$ cat src/rtl/vx_launch_pkg.sv
`default_nettype none
// ============================================================================
//  Module      : vx_launch_pkg
//  Description : Shared constants for the Vortex launch sequencer: FSM state
//                encoding, APB register offsets and STATUS field positions.
//  Revision    : 1.0 - initial release
// ============================================================================
package vx_launch_pkg;

   // FSM state encoding (3 bits wide so it drops straight into STATUS[6:4])
   typedef logic [2:0] vx_state_t;
   localparam vx_state_t c_ST_IDLE  = 3'd0;
   localparam vx_state_t c_ST_RESET = 3'd1;
   localparam vx_state_t c_ST_RUN   = 3'd2;
   localparam vx_state_t c_ST_DONE  = 3'd3;

   // APB register offsets (only paddr[7:0] is decoded)
   localparam logic [7:0] c_OFF_MEM_BASE = 8'h50;
   localparam logic [7:0] c_OFF_CTRL     = 8'h54;
   localparam logic [7:0] c_OFF_STATUS   = 8'h58;
   localparam logic [7:0] c_OFF_CYCLES   = 8'h5C;
   localparam logic [7:0] c_OFF_TIMEOUT  = 8'h60;

   // CTRL bit positions
   localparam int c_CTRL_START = 0;
   localparam int c_CTRL_ABORT = 1;

   // STATUS bit positions
   localparam int c_STAT_BUSY     = 0;
   localparam int c_STAT_DONE     = 1;
   localparam int c_STAT_TIMEOUT  = 2;
   localparam int c_STAT_STATE_LO = 4;

   // Assemble the STATUS read word from its fields
   function automatic logic [31:0] status_word(input logic      busy_sync,
                                                input logic      done,
                                                input logic      timeout,
                                                input vx_state_t state);
      logic [31:0] w;
      w                            = '0;
      w[c_STAT_BUSY]               = busy_sync;
      w[c_STAT_DONE]               = done;
      w[c_STAT_TIMEOUT]            = timeout;
      w[c_STAT_STATE_LO +: 3]      = state;
      return w;
   endfunction

endpackage
`default_nettype wire

$ cat src/rtl/vx_apb_regs.sv
`default_nettype none
// ============================================================================
//  Module      : vx_apb_regs
//  Description : APB slave for the launch sequencer. Decodes offsets, stores
//                MEM_BASE and TIMEOUT, produces command/clear pulses for the
//                FSM and the registered prdata / pslverr responses.
//  Revision    : 1.0 - initial release
// ============================================================================
module vx_apb_regs
   import vx_launch_pkg::*;
#(
   parameter int CNT_W = 32
) (
   input  logic             clk,
   input  logic             reset_n,
   input  logic             i_psel,
   input  logic             i_penable,
   input  logic             i_pwrite,
   input  logic [7:0]       i_paddr,
   input  logic [31:0]      i_pwdata,
   output logic [31:0]      o_prdata,
   output logic             o_pslverr,
   input  vx_state_t        i_state,
   input  logic             i_busy_sync,
   input  logic             i_done,
   input  logic             i_timeout,
   input  logic [CNT_W-1:0] i_cycles,
   output logic [31:0]      o_mem_base,
   output logic [CNT_W-1:0] o_timeout_lim,
   output logic             o_start,
   output logic             o_abort,
   output logic             o_clr_done,
   output logic             o_clr_timeout
);

   logic             w_wr;
   logic             w_setup_rd;
   logic             w_mapped;
   logic             w_idle;
   logic [31:0]      w_rdata;
   logic [31:0]      r_prdata;
   logic             r_pslverr;
   logic [31:0]      r_mem_base;
   logic [CNT_W-1:0] r_timeout_lim;

   assign w_wr       = i_psel & i_penable & i_pwrite;
   assign w_setup_rd = i_psel & ~i_penable & ~i_pwrite;
   assign w_idle     = (i_state == c_ST_IDLE);

   // Offset decode and read-data mux
   always_comb begin
      w_mapped = 1'b1;
      w_rdata  = '0;
      case (i_paddr)
         c_OFF_MEM_BASE: w_rdata = r_mem_base;
         c_OFF_CTRL:     w_rdata = '0;
         c_OFF_STATUS:   w_rdata = status_word(i_busy_sync, i_done, i_timeout, i_state);
         c_OFF_CYCLES:   w_rdata = 32'(i_cycles);
         c_OFF_TIMEOUT:  w_rdata = 32'(r_timeout_lim);
         default:        w_mapped = 1'b0;
      endcase
   end

   // Single-cycle command and clear strobes, valid on the write commit edge
   assign o_start       = w_wr & (i_paddr == c_OFF_CTRL)   & i_pwdata[c_CTRL_START];
   assign o_abort       = w_wr & (i_paddr == c_OFF_CTRL)   & i_pwdata[c_CTRL_ABORT];
   assign o_clr_done    = w_wr & (i_paddr == c_OFF_STATUS) & i_pwdata[c_STAT_DONE];
   assign o_clr_timeout = w_wr & (i_paddr == c_OFF_STATUS) & i_pwdata[c_STAT_TIMEOUT];

   // Response path: both prdata and pslverr are captured in the setup phase so
   // they are stable for the whole access phase; pslverr drops on the next edge
   always_ff @(posedge clk or negedge reset_n) begin
      if (!reset_n) begin
         r_prdata  <= '0;
         r_pslverr <= 1'b0;
      end else begin
         if (w_setup_rd) begin
            r_prdata <= w_rdata;
         end
         r_pslverr <= i_psel & ~i_penable & ~w_mapped;
      end
   end

   // Configuration storage; frozen while a launch is in progress
   always_ff @(posedge clk or negedge reset_n) begin
      if (!reset_n) begin
         r_mem_base    <= '0;
         r_timeout_lim <= '0;
      end else if (w_wr && w_idle) begin
         if (i_paddr == c_OFF_MEM_BASE) begin
            r_mem_base <= i_pwdata;
         end
         if (i_paddr == c_OFF_TIMEOUT) begin
            r_timeout_lim <= CNT_W'(i_pwdata);
         end
      end
   end

   assign o_prdata      = r_prdata;
   assign o_pslverr     = r_pslverr;
   assign o_mem_base    = r_mem_base;
   assign o_timeout_lim = r_timeout_lim;

endmodule
`default_nettype wire

$ cat src/rtl/vx_launch_ctrl.sv
`default_nettype none
// ============================================================================
//  Module      : vx_launch_ctrl
//  Description : APB-programmed launch sequencer for a Vortex AXI instance.
//                Holds the memory base offset, drives core reset and clock
//                enable, and runs one kernel: reset -> run -> done/timeout.
//  Revision    : 1.0 - initial release
// ============================================================================
module vx_launch_ctrl
   import vx_launch_pkg::*;
#(
   parameter int RESET_DELAY = 8,
   parameter int IDLE_FILTER = 4,
   parameter int CNT_W       = 32
) (
   input  logic        clk,
   input  logic        reset_n,
   input  logic        psel,
   input  logic        penable,
   input  logic        pwrite,
   input  logic [31:0] paddr,
   input  logic [31:0] pwdata,
   output logic [31:0] prdata,
   output logic        pready,
   output logic        pslverr,
   input  logic        vx_busy,
   output logic        vx_reset,
   output logic        vx_clk_en,
   output logic [31:0] mem_base,
   output logic        irq
);

   localparam int c_RST_W  = (RESET_DELAY > 1) ? $clog2(RESET_DELAY) : 1;
   localparam int c_IDLE_W = (IDLE_FILTER > 1) ? $clog2(IDLE_FILTER) : 1;
   localparam logic [c_RST_W-1:0]  c_RST_LAST  = c_RST_W'(RESET_DELAY - 1);
   localparam logic [c_IDLE_W-1:0] c_IDLE_LAST = c_IDLE_W'(IDLE_FILTER - 1);

   vx_state_t         r_state;
   vx_state_t         w_state_nxt;
   logic              r_busy_meta;
   logic              r_busy_sync;
   logic              r_done;
   logic              r_timeout;
   logic              w_done_nxt;
   logic              w_timeout_nxt;
   logic              r_irq;
   logic              r_vx_reset;
   logic              r_vx_clk_en;
   logic [c_RST_W-1:0]  r_rst_ctr;
   logic [c_IDLE_W-1:0] r_idle_ctr;
   logic [CNT_W-1:0]  r_cycles;
   logic [CNT_W-1:0]  w_timeout_lim;
   logic              w_start;
   logic              w_abort;
   logic              w_clr_done;
   logic              w_clr_timeout;
   logic              w_launch;
   logic              w_run_idle;
   logic              w_run_expire;
   logic              w_unused_addr;

   assign w_unused_addr = &{1'b0, paddr[31:8]};

   vx_apb_regs #(
      .CNT_W (CNT_W)
   ) u_regs (
      .clk           (clk),
      .reset_n       (reset_n),
      .i_psel        (psel),
      .i_penable     (penable),
      .i_pwrite      (pwrite),
      .i_paddr       (paddr[7:0]),
      .i_pwdata      (pwdata),
      .o_prdata      (prdata),
      .o_pslverr     (pslverr),
      .i_state       (r_state),
      .i_busy_sync   (r_busy_sync),
      .i_done        (r_done),
      .i_timeout     (r_timeout),
      .i_cycles      (r_cycles),
      .o_mem_base    (mem_base),
      .o_timeout_lim (w_timeout_lim),
      .o_start       (w_start),
      .o_abort       (w_abort),
      .o_clr_done    (w_clr_done),
      .o_clr_timeout (w_clr_timeout)
   );

   // Two-flop synchronizer for the core busy flag
   always_ff @(posedge clk or negedge reset_n) begin
      if (!reset_n) begin
         r_busy_meta <= 1'b0;
         r_busy_sync <= 1'b0;
      end else begin
         r_busy_meta <= vx_busy;
         r_busy_sync <= r_busy_meta;
      end
   end

   assign w_launch     = (r_state == c_ST_IDLE) && w_start && !w_abort;
   assign w_run_idle   = (r_idle_ctr == c_IDLE_LAST) && !r_busy_sync;
   assign w_run_expire = (w_timeout_lim != '0) && (r_cycles == (w_timeout_lim - CNT_W'(1)));

   // Next-state and flag logic; ABORT overrides everything and sets no flags.
   // done marks any finished run, timeout qualifies it as watchdog-ended.
   always_comb begin
      w_state_nxt   = r_state;
      w_done_nxt    = r_done & ~w_clr_done;
      w_timeout_nxt = r_timeout & ~w_clr_timeout;
      if (w_abort) begin
         w_state_nxt = c_ST_IDLE;
      end else begin
         case (r_state)
            c_ST_IDLE: begin
               if (w_start) begin
                  w_state_nxt   = c_ST_RESET;
                  w_done_nxt    = 1'b0;
                  w_timeout_nxt = 1'b0;
               end
            end
            c_ST_RESET: begin
               if (r_rst_ctr == c_RST_LAST) begin
                  w_state_nxt = c_ST_RUN;
               end
            end
            c_ST_RUN: begin
               if (w_run_idle || w_run_expire) begin
                  w_state_nxt = c_ST_DONE;
                  w_done_nxt  = 1'b1;
                  if (w_run_expire) begin
                     w_timeout_nxt = 1'b1;
                  end
               end
            end
            c_ST_DONE: w_state_nxt = c_ST_IDLE;
            default:   w_state_nxt = c_ST_IDLE;
         endcase
      end
   end

   // State, flags and the outputs derived from the next state
   always_ff @(posedge clk or negedge reset_n) begin
      if (!reset_n) begin
         r_state     <= c_ST_IDLE;
         r_done      <= 1'b0;
         r_timeout   <= 1'b0;
         r_irq       <= 1'b0;
         r_vx_reset  <= 1'b1;
         r_vx_clk_en <= 1'b0;
      end else begin
         r_state     <= w_state_nxt;
         r_done      <= w_done_nxt;
         r_timeout   <= w_timeout_nxt;
         r_irq       <= w_done_nxt | w_timeout_nxt;
         r_vx_reset  <= (w_state_nxt == c_ST_IDLE) || (w_state_nxt == c_ST_RESET);
         r_vx_clk_en <= (w_state_nxt == c_ST_RESET) || (w_state_nxt == c_ST_RUN);
      end
   end

   // Reset-delay, idle-filter and run-cycle counters
   always_ff @(posedge clk or negedge reset_n) begin
      if (!reset_n) begin
         r_rst_ctr  <= '0;
         r_idle_ctr <= '0;
         r_cycles   <= '0;
      end else if (w_launch) begin
         r_rst_ctr  <= '0;
         r_idle_ctr <= '0;
         r_cycles   <= '0;
      end else begin
         if (r_state == c_ST_RESET) begin
            r_rst_ctr <= r_rst_ctr + c_RST_W'(1);
         end
         if (r_state == c_ST_RUN) begin
            if (r_cycles != '1) begin
               r_cycles <= r_cycles + CNT_W'(1);
            end
            if (r_busy_sync) begin
               r_idle_ctr <= '0;
            end else begin
               r_idle_ctr <= r_idle_ctr + c_IDLE_W'(1);
            end
         end
      end
   end

   assign pready    = 1'b1;
   assign vx_reset  = r_vx_reset;
   assign vx_clk_en = r_vx_clk_en;
   assign irq       = r_irq;

endmodule
`default_nettype wire

$ cat config.mk
export PLATFORM = sky130hd
export DESIGN_NAME = vx_launch_ctrl
export DESIGN_NICKNAME = d
export VERILOG_FILES = /design/src/rtl/vx_launch_pkg.sv /design/src/rtl/vx_apb_regs.sv /design/src/rtl/vx_launch_ctrl.sv
export SDC_FILE = /design/constraint.sdc
export NUM_CORES = 1
export LEC_CHECK = 0
export BUFFER_PORTS_ARGS = -buffer_cell sky130_fd_sc_hd__buf_2
export CAP_MARGIN = 40
export CORE_ASPECT_RATIO = 1.1
export CORE_MARGIN = 4
export CORE_UTILIZATION = 40
export DETAILED_ROUTE_END_ITERATION = 6
export PLACE_DENSITY = 0.71
export SLEW_MARGIN = 20
export SYNTH_ARGS = -nofsm -noshare
export SYNTH_HDL_FRONTEND = slang
export SYNTH_SLANG_ARGS = --single-unit
$ cat constraint.sdc
create_clock -name clk -period 4.1 [get_ports clk]
set_input_delay 0 -clock clk [delete_from_list [all_inputs] [get_ports clk]]
set_output_delay 0 -clock clk [all_outputs]
set_load 0.05 [all_outputs]
==> impl.org, run 1 <==
** GRT
- Largest net degree at the start of global routing :: 63
- First-pass GRT wire length :: 32.4 mm
- Global-route usage over all layers :: 18.9%
- Vias in the first global route :: 6131
- The initial antenna violation count is 0.
- Remaining global-route overflow :: 0

** Pwr
- Of the total power, combinational logic draws 6.3%.
- Summing internal, switching and leakage power gives 3.17 mW.
- P_int :: 2.43 mW
- Power spread over the standard cell area amounts to 343 mW/mm2.
- The worst-case IR drop observed on VDD is 0.307 mV.
- Leakage :: 4.43 nW
- Sw Pwr :: 737 uW
- Fraction of power spent switching nets :: 23.3%
- The clock network burns 48.2% of the power.
- In this run, flip-flops and latches consume 45.5% of the power.

** Logic synthesis
- Count of distinct cell types in the synthesized netlist :: 66
- After synthesis, the largest area contributor takes up 47.5% of total cell area.
- Portion of the post-synthesis area used by sequential elements :: 47.8%
- Cells after synthesis :: 716
- During synthesis, Yosys emitted a total of 0 warnings.
- Synth top cells by count :: sky130_fd_sc_hd__dfrtp_1 (143), sky130_fd_sc_hd__mux2_2 (65), sky130_fd_sc_hd__nand2_1 (63)
- Among all flip-flop cells after synthesis, the most frequent one is sky130_fd_sc_hd__dfrtp_1.
- The number of nets in the synthesized netlist is 792.
- Count of flip-flops with a built-in enable after synthesis :: 0
- Mean post-synth cell area :: 10.5 um2
- Post-synthesis cell type with the largest combined area :: sky130_fd_sc_hd__dfrtp_1
- Most area-consuming cells after synthesis :: sky130_fd_sc_hd__dfrtp_1 (48%), sky130_fd_sc_hd__mux2_2 (9.7%), sky130_fd_sc_hd__a222oi_1 (4.3%)
- After synthesis the netlist holds a flip-flop and latch count of 144.
- Fraction of synthesis flops using an asynchronous set or reset pin :: 100%
- In the post-synthesis netlist, the cell with the most instances is sky130_fd_sc_hd__dfrtp_1.
- The cell area that synthesis handed to floorplanning was 0.00753 mm2.

** STA
- For the pin with the worst max-slew slack, the measured transition is 0.775 ns.
- Setup violations remaining at the end of the flow were counted as 0.
- In the finished design, the share of the clock period the worst path needs comes to 74.4%.
- Headroom to the max-slew limit came out at 48.2%.
- Setup_tns :: 0 ns
- Worst clock skew :: 0.00667 ns
- Static timing analysis puts the maximum clock frequency at 328 MHz.
- Setup repair after global routing left no endpoint under its margin.
- The max-slew violation count came to 0.
- After layout, the minimum clock period comes to 3.05 ns.
- Final count of hold timing violations :: 0

** Clocking
- Clock tree from TritonCTS :: built
- Clock tree synthesis found a total of 144 sinks.
- Root Driver :: sky130_fd_sc_hd__clkbuf_16
- The H-tree was split into 4 levels.
- The clock passes through at most 2 buffers.
- Later-pin clock latency in the skew report :: 0.43 ns
- Clock slew at the register clock pins of the worst setup and hold paths :: 0.06 ns
- In this run, CTS created clock tree buffers numbering 17.
- Post-CTS Setup Inserts :: 0

** Floorplan
- Starting utilization of the core area :: 40.8%
- IO Pins :: 139
- Die outline area :: 0.0211 mm2
- In this run the core area contains 52 standard-cell rows.
- After floorplanning, the core was sized to cover 0.0185 mm2.
- Die boundary width :: 139 um
- Measured along the y axis, the die boundary spans 152 um.

** Outcome
- The run finished with clean final reports.

** Setup path
- Maximum fanout along the worst path :: 11
- The largest individual stage delay along the critical path comes from the cell sky130_fd_sc_hd__dfrtp_1.
- The worst setup path is launched from a register.
- The critical path is of the reg2reg type.
- On the worst path, the slowest cell contributes a delay of 0.52 ns.
- Crit path buf inv count :: 0
- The critical path goes through nor4_4, nand4_2, or3_1, o41ai_1, and4b_1, and3_1, o311a_1.
- Element type at the critical path end :: register
- STA puts the critical path data required time at 4.47 ns.
- Kind of cell with the highest combined delay on the critical path :: simple AND/OR/NAND/NOR gates
- Data on the critical path arrives at its endpoint at 3.42 ns.

** Final layout
- After routing the design area is 0.00924 mm2.
- Share of final-layout standard cells stronger than drive strength 1 :: 27.7%
- Number of diodes added for antenna fixing :: 0
- Total Nets Final :: 920
- Number of non-filler instances in the completed layout :: 1100
- Relative to the synthesized area, the layout overhead comes to 22.7%.
- Fill cells in the final layout number 1763.

** Drt
- In this run the remaining antenna-violating nets after routing total 0.
- Via/cell ratio :: 5.56
- The first routing iteration left 444 violations.
- First-pass detailed-route iteration total :: 6
- After detailed routing, the average wire length per cell comes to 17.7 um.
- Routed Wire Length :: 19.4 mm
- The routed layout has 6115 vias.
- After detailed routing, the number of remaining DRC violations is 0.

** Run
- Number of maximum-capacitance violations :: 0

** Placement
- At the end of routability-driven placement, the weighted congestion stood at 0.859.
- Number of placed instances with taps included :: 1032
- During placement, the flow inserted port buffers numbering 113.
- Once placement finished, the instance area stood at 0.00830 mm2.
- Detailed placement ended at an HPWL of 13.7 mm.

** Worst hold path
- Kind of path behind the tightest hold check :: in2async
## what timing repair did
item / CTS / global route
hold buffers: 36 / 0
resized for setup: 0 / 0
endpoints found under the hold margin: 128 / 0
## worst register-to-register path, cell delays in order (launching register included)
cell and delay [ns]:
sky130_fd_sc_hd__dfrtp_1 0.52, sky130_fd_sc_hd__nor4_4 0.47, sky130_fd_sc_hd__nand4_2 0.39, sky130_fd_sc_hd__or3_1 0.49, sky130_fd_sc_hd__o41ai_1 0.42, sky130_fd_sc_hd__and4b_1 0.30
sky130_fd_sc_hd__and3_1 0.25, sky130_fd_sc_hd__o311a_1 0.16
## layout make-up
| cell class | count | area [um2] | share of cell area (%) |
|---|---|---|---|
| sequential | 144 | 3600 | 39.0 |
| clock buffer | 20 | 447 | 4.83 |
| tap | 243 | 304 | 3.29 |
| clock inverter | 12 | 136 | 1.48 |
| inverter | 6 | 22.5 | 0.244 |
| timing repair buffer | 160 | 1030 | 11.2 |
| multi-input combinational | 515 | 3700 | 40.0 |
## flip-flops by register name, indices dropped and copies added, names as in the netlist, 2 cells and up
name                  cells
r_cycles                 32
u_regs.o_mem_base        32
u_regs.o_prdata          32
u_regs.o_timeout_lim     32
r_rst_ctr                 3
r_state                   3
r_idle_ctr                2
## layout by cell type (no fill, tap or decap), drive strengths merged, types with 5 or more instances in the layout
cell type	instances
nor4	12
xor2	36
nor3	18
nand3	20
nor2b	5
and4	7
nand4	14
inv	7
nor2	50
a21o	6
clkbuf	20
buf	124
clkinv	6
or3	9
mux2	65
xnor2	36
nor3b	6
dlygate4sd3	36
a222oi	32
dfrtp	143
o21ai	40
ha	6
and3	15
a21oi	16
nand2	63
## kinds of logic after synthesis
group | synth area share (%)
AND/OR/NAND/NOR | 17.9
other | 0.0997
multiplexers | 10.1
XOR/XNOR | 8.37
AO/OA/AOI/OAI | 11.4
flip-flops | 47.8
adder cells (fa/ha/maj) | 0.996
buffers and inverters | 3.21
## power by group through the flow
stage	sequential (mW)	clock (mW)	combinational, mW
floorplan	1.47	0	0.0867
global placement	1.47	0	0.172
detailed placement	1.47	0	0.174
CTS	1.44	1.56	0.201
global route	1.44	1.62	0.221
finish	1.44	1.53	0.198
## per-layer routing
metal	vias up	wire length (um)	GRT usage (%)	part of all wire, %
met1	3014	8810	25.7	45
met2	207	9210	30.3	47
li1	2872	-	-	-
met4	0	280	5.45	1.4
met5	-	0	0	0
met3	22	1130	4.34	5.8
## worst paths after layout
path	end	slack, ns	start	cells past startpoint
setup / recovery	r_state[0]	1.05	u_regs.o_timeout_lim[5]	7
hold / removal	u_regs.o_mem_base[25]	0.12	reset_n	2
setup reg to reg	r_state[0]	1.05	u_regs.o_timeout_lim[5]	7
hold reg to reg	r_busy_sync	0.36	r_busy_meta	0
max in group asynchronous	u_regs.o_mem_base[12]	3.00	reset_n	3
min in group clk	vx_reset	0.15	paddr[3]	4
## metrics by stage
step | hold WS, ns | util (%) | setup WS [ns]
floorplan | -0.296 | - | 1.54
global placement | 0.0244 | 44.8 | 1.14
detailed placement | 0.0253 | 44.9 | 1.08
CTS | 0.116 | 50.0 | 1.07
global route | 0.179 | 50.0 | 0.914
finish | 0.117 | 50.0 | 1.05
Power figures use the tool's default switching activity.
==> run 2, diff against run 1 <==
- ABC_AREA: unset -> 1
- PLACE_DENSITY: 0.71 -> 0.7
- clock period: 4.1 -> 3.1 ns (I/O delays scaled with it)
==> run 2 against run 1 <==
Via count grew 41%. Core utilization increased by 0.051 points. Combinational power up 130%. Highest routed layer unchanged. Fmax up 12%. Worst hold slack worse by 0.060 ns. Non-clock buffer count grew 23.
==> impl.org, run 2 <==
** Outcome
- The run finished with clean final reports.

** Floorplan
- During I/O placement, the number of pins put on the boundary was 139.
- From left edge to right edge, the die measures 148 um.
- For this configuration, the core starts out at a cell density of 40.6%.
- Chip Height :: 162 um
- The floorplan has 56 rows.
- Die outline area :: 0.0240 mm2
- CORE AREA :: 0.0212 mm2

** Final layout
- Total Nets Final :: 1455
- Share of final-layout standard cells stronger than drive strength 1 :: 15.1%
- Most common cell after layout, fill and taps aside :: sky130_fd_sc_hd__nand2_1
- The sequential cells in the finished layout cover a total of 0.00360 mm2.
- Area of the multi-input gates :: 0.00425 mm2
- Number of non-filler instances in the completed layout :: 1680
- Fill cell count :: 2192
- In the layout the commonest cells are sky130_fd_sc_hd__nand2_1 (311), sky130_fd_sc_hd__inv_1 (154), sky130_fd_sc_hd__dfrtp_1 (143).
- Number of diodes added for antenna fixing :: 0
- Signed area change from the synthesized netlist to the final layout :: 23.3%

** Pwr
- Summed over all nets, the switching power comes to 1.16 mW.
- Share of total power in the clock network :: 47.4%
- Overall power consumption after layout is estimated at 4.52 mW.
- VDD sags by at most 0.356 mV.
- Fraction of power spent switching nets :: 25.6%
- The internal power of the cells totals 3.36 mW.
- Sequential cells burn 42.3% of the power.
- Relative contribution of combinational cells to total power :: 10.3%
- Leakage :: 5.55 nW
- Power spread over the standard cell area amounts to 425 mW/mm2.

** Logic synthesis
- In the synthesized netlist, mux cells make up 0% of the area.
- Count of flip-flops with a built-in enable after synthesis :: 0
- Adder and majority cell fraction of the synthesized area :: 0.871%
- Most area-consuming cells after synthesis :: sky130_fd_sc_hd__dfrtp_1 (42%), sky130_fd_sc_hd__nand2_1 (14%), sky130_fd_sc_hd__inv_1 (6.7%)
- The biggest area contributor in the post-synthesis netlist is sky130_fd_sc_hd__dfrtp_1.
- After Yosys synthesis, XOR and XNOR cells account for 3.76% of the synthesized area.
- Mean post-synth cell area :: 7.10 um2
- During synthesis, Yosys emitted a total of 0 warnings.
- Counting flops and latches in the post-synthesis netlist gives 144.
- Synth Cell Area :: 0.00862 mm2
- Post-synthesis share of cell area spent on and, or, nand and nor gates :: 30.6%
- Synth top cells by count :: sky130_fd_sc_hd__nand2_1 (312), sky130_fd_sc_hd__inv_1 (154), sky130_fd_sc_hd__dfrtp_1 (143)
- By area, the combinational part of the netlist is dominated by simple AND/OR/NAND/NOR gates.
- Yosys mapped the design onto 43 distinct sky130hd cell types.
- Of the post-synthesis cell area, the dominant cell type holds 41.5%.
- Of the synthesized area, sequential elements account for 41.8%.
- Counting every net in the synthesized netlist gives 1289.
- Top flip-flop cell by instance count after synthesis :: sky130_fd_sc_hd__dfrtp_1
- Counting flops with an async set or reset pin after synthesis yields a share of 100%.
- In the post-synthesis netlist, the cell with the most instances is sky130_fd_sc_hd__nand2_1.
- Fraction of the mapped netlist area in compound gates :: 13.9%
- Synthesis produced a netlist whose cell count is 1213.

** Drt
- After detailed routing, the number of remaining DRC violations is 0.
- Across all layers, the routed design uses 8625 vias.
- Via/cell ratio :: 5.13
- Number of DRC markers in iteration 0 :: 746
- For this run, the detailed router's first-pass iteration total came to 5.
- Count of nets left with antenna violations after detail routing :: 0
- Mean routed wirelength per cell :: 17.0 um
- Routed Wire Length :: 28.5 mm

** GRT
- The first global-routing pass estimated 45.3 mm of wire.
- Global-route usage over all layers :: 24.2%
- Vias in the first global route :: 8481
- Largest net degree at the start of global routing :: 77
- Initial antenna violation count :: 0
- Global routing finished with a remaining overflow of 0.

** STA
- The max-slew violation count came to 0.
- Highest clock rate :: 367 MHz
- The routed design could run at a clock period as short as 2.72 ns.
- Max transition margin :: 52.7%
- Share of the clock period used by the worst path after layout :: 87.9%
- For the final routed database, the setup TNS stands at 0 ns.
- On the final layout, the worst clock skew is 0.00867 ns.
- For the pin with the worst max-slew slack, the measured transition is 0.704 ns.
- Final count of hold timing violations :: 0
- Setup repair after global routing missed its margin :: false
- Final number of setup-violating endpoints :: 0
- On the final layout, the worst hold slack is 0.0569 ns.

** Setup path
- STA puts the critical path data arrival time at 3.09 ns.
- Critical setup path kind :: reg2reg
- Required time at the endpoint of the critical path :: 3.46 ns
- Setup crit start kind :: register
- The worst setup path is captured at a register.
- Maximum fanout along the worst path :: 7

** Clocking
- Clock tree from TritonCTS :: built
- TritonCTS created 17 clock buffers.
- Later-pin clock latency in the skew report :: 0.43 ns
- Number of sinks handled by clock tree synthesis :: 144
- No sink is reached through more buffers than the 2 on the longest clock path.
- The root buffer cell chosen for the clock tree is sky130_fd_sc_hd__clkbuf_16.
- Once the clock tree was built, the setup fixing pass inserted 0 buffers.
- H-tree Lvls :: 4
- Clock-pin slew was measured on the worst setup and hold paths at 0.06 ns.

** Placement
- Routability-driven placement finished with a final weighted congestion of 0.936.
- In this run, placement finished with an instance count of 1612.
- The count of buffers added on input and output ports is 113.
- HPWL after detailed placement :: 22.1 mm

** Worst hold path
- Kind of path behind the tightest hold check :: in2async

** Run
- Number of maximum-capacitance violations :: 0
-- run 2: cell types whose count changed in the layout (fill, tap and decap cells not counted), sizes merged, moves of 25 or more --
cell,delta
mux2,-65
nand2,+256
nand3,+62
a21oi,+25
xnor2,-25
a222oi,-32
nor2,+87
inv,+153
o21ai,+99
-- run 2: through the flow --
stage | setup slack [ns] | instance area [um2] | utilization (%)
after detailed placement | 0.444 | 9650 | 45.5
after global routing | 0.116 | 10600 | 50.1
after global placement | 0.472 | 9630 | 45.3
after floorplan | 1.02 | 8620 | -
after CTS | 0.419 | 10600 | 50.0
final | 0.376 | 10600 | 50.1
-- run 2: per-layer routing --
metal  vias up  track usage [%]  share of wire (%)
met3        60             3.79                5.0
met2       249             40.6                 49
li1       4289                -                  -
met1      4027             31.3                 43
met5         -                0                  0
met4         0             9.87                3.7
-- run 2: cells by family (layout without fill, tap and decap cells) --
family | after synthesis | in the layout
xor+xnor | 37 | 37
compound gates | 222 | 222
simple gates | 605 | 605
flops | 144 | 144
other cells | 2 | 2
buf+inv | 197 | 374
fa+ha+maj | 6 | 6
-- run 2: power by group through the flow --
stage | Combinational [mW] | Sequential (mW) | Clock (mW)
after floorplan | 0.230 | 1.97 | 0
after global placement | 0.421 | 1.95 | 0
after detailed placement | 0.429 | 1.95 | 0
after CTS | 0.466 | 1.91 | 2.17
after global routing | 0.520 | 1.91 | 2.26
final | 0.464 | 1.91 | 2.14
-- run 2: layout make-up --
| type | instances | share of cell area [%] |
|---|---|---|
| Clock buffer | 21 | 4.33 |
| Multi-Input combinational cell | 872 | 40.0 |
| Tap cell | 290 | 3.41 |
| Clock inverter | 9 | 1.26 |
| Sequential cell | 144 | 33.9 |
| Timing Repair Buffer | 183 | 11.4 |
| Inverter | 161 | 5.69 |
-- run 2: worst paths after layout --
check                      slack (ns)                   to                    start  cells past startpoint
max in group asynchronous        2.06  u_regs.o_prdata[15]                  reset_n                      4
hold / removal                   0.06   u_regs.o_prdata[3]                  reset_n                      2
hold reg to reg                  0.35          r_busy_sync              r_busy_meta                      0
setup / recovery                 0.38                  irq  u_regs.o_timeout_lim[0]                     18
min in group clk                 0.16     u_regs.o_pslverr                 paddr[2]                      5
setup reg to reg                 0.38                  irq  u_regs.o_timeout_lim[0]                     18
-- run 2: worst max-delay path, cell delays in order (launching register included) --
cell,delay [ns]
sky130_fd_sc_hd__dfrtp_1,0.42
sky130_fd_sc_hd__inv_1,0.09
sky130_fd_sc_hd__ha_1,0.23
sky130_fd_sc_hd__nand2_2,0.10
sky130_fd_sc_hd__buf_4,0.15
sky130_fd_sc_hd__nor2_2,0.33
sky130_fd_sc_hd__nand2_1,0.21
sky130_fd_sc_hd__clkinv_1,0.10
sky130_fd_sc_hd__nand2_1,0.05
sky130_fd_sc_hd__nand2_1,0.08
sky130_fd_sc_hd__nand2_1,0.05
sky130_fd_sc_hd__nand2_1,0.07
sky130_fd_sc_hd__nand2_1,0.06
sky130_fd_sc_hd__nand3b_1,0.16
sky130_fd_sc_hd__nor2_1,0.10
sky130_fd_sc_hd__nand2_1,0.13
sky130_fd_sc_hd__o21ai_1,0.15
sky130_fd_sc_hd__nand2_1,0.10
sky130_fd_sc_hd__nand3_1,0.09
-- run 2: repair_timing --
action	in CTS	in global routing
hold buffers	37	0
endpoints found under the hold margin	185	0
gates resized for setup	0	0
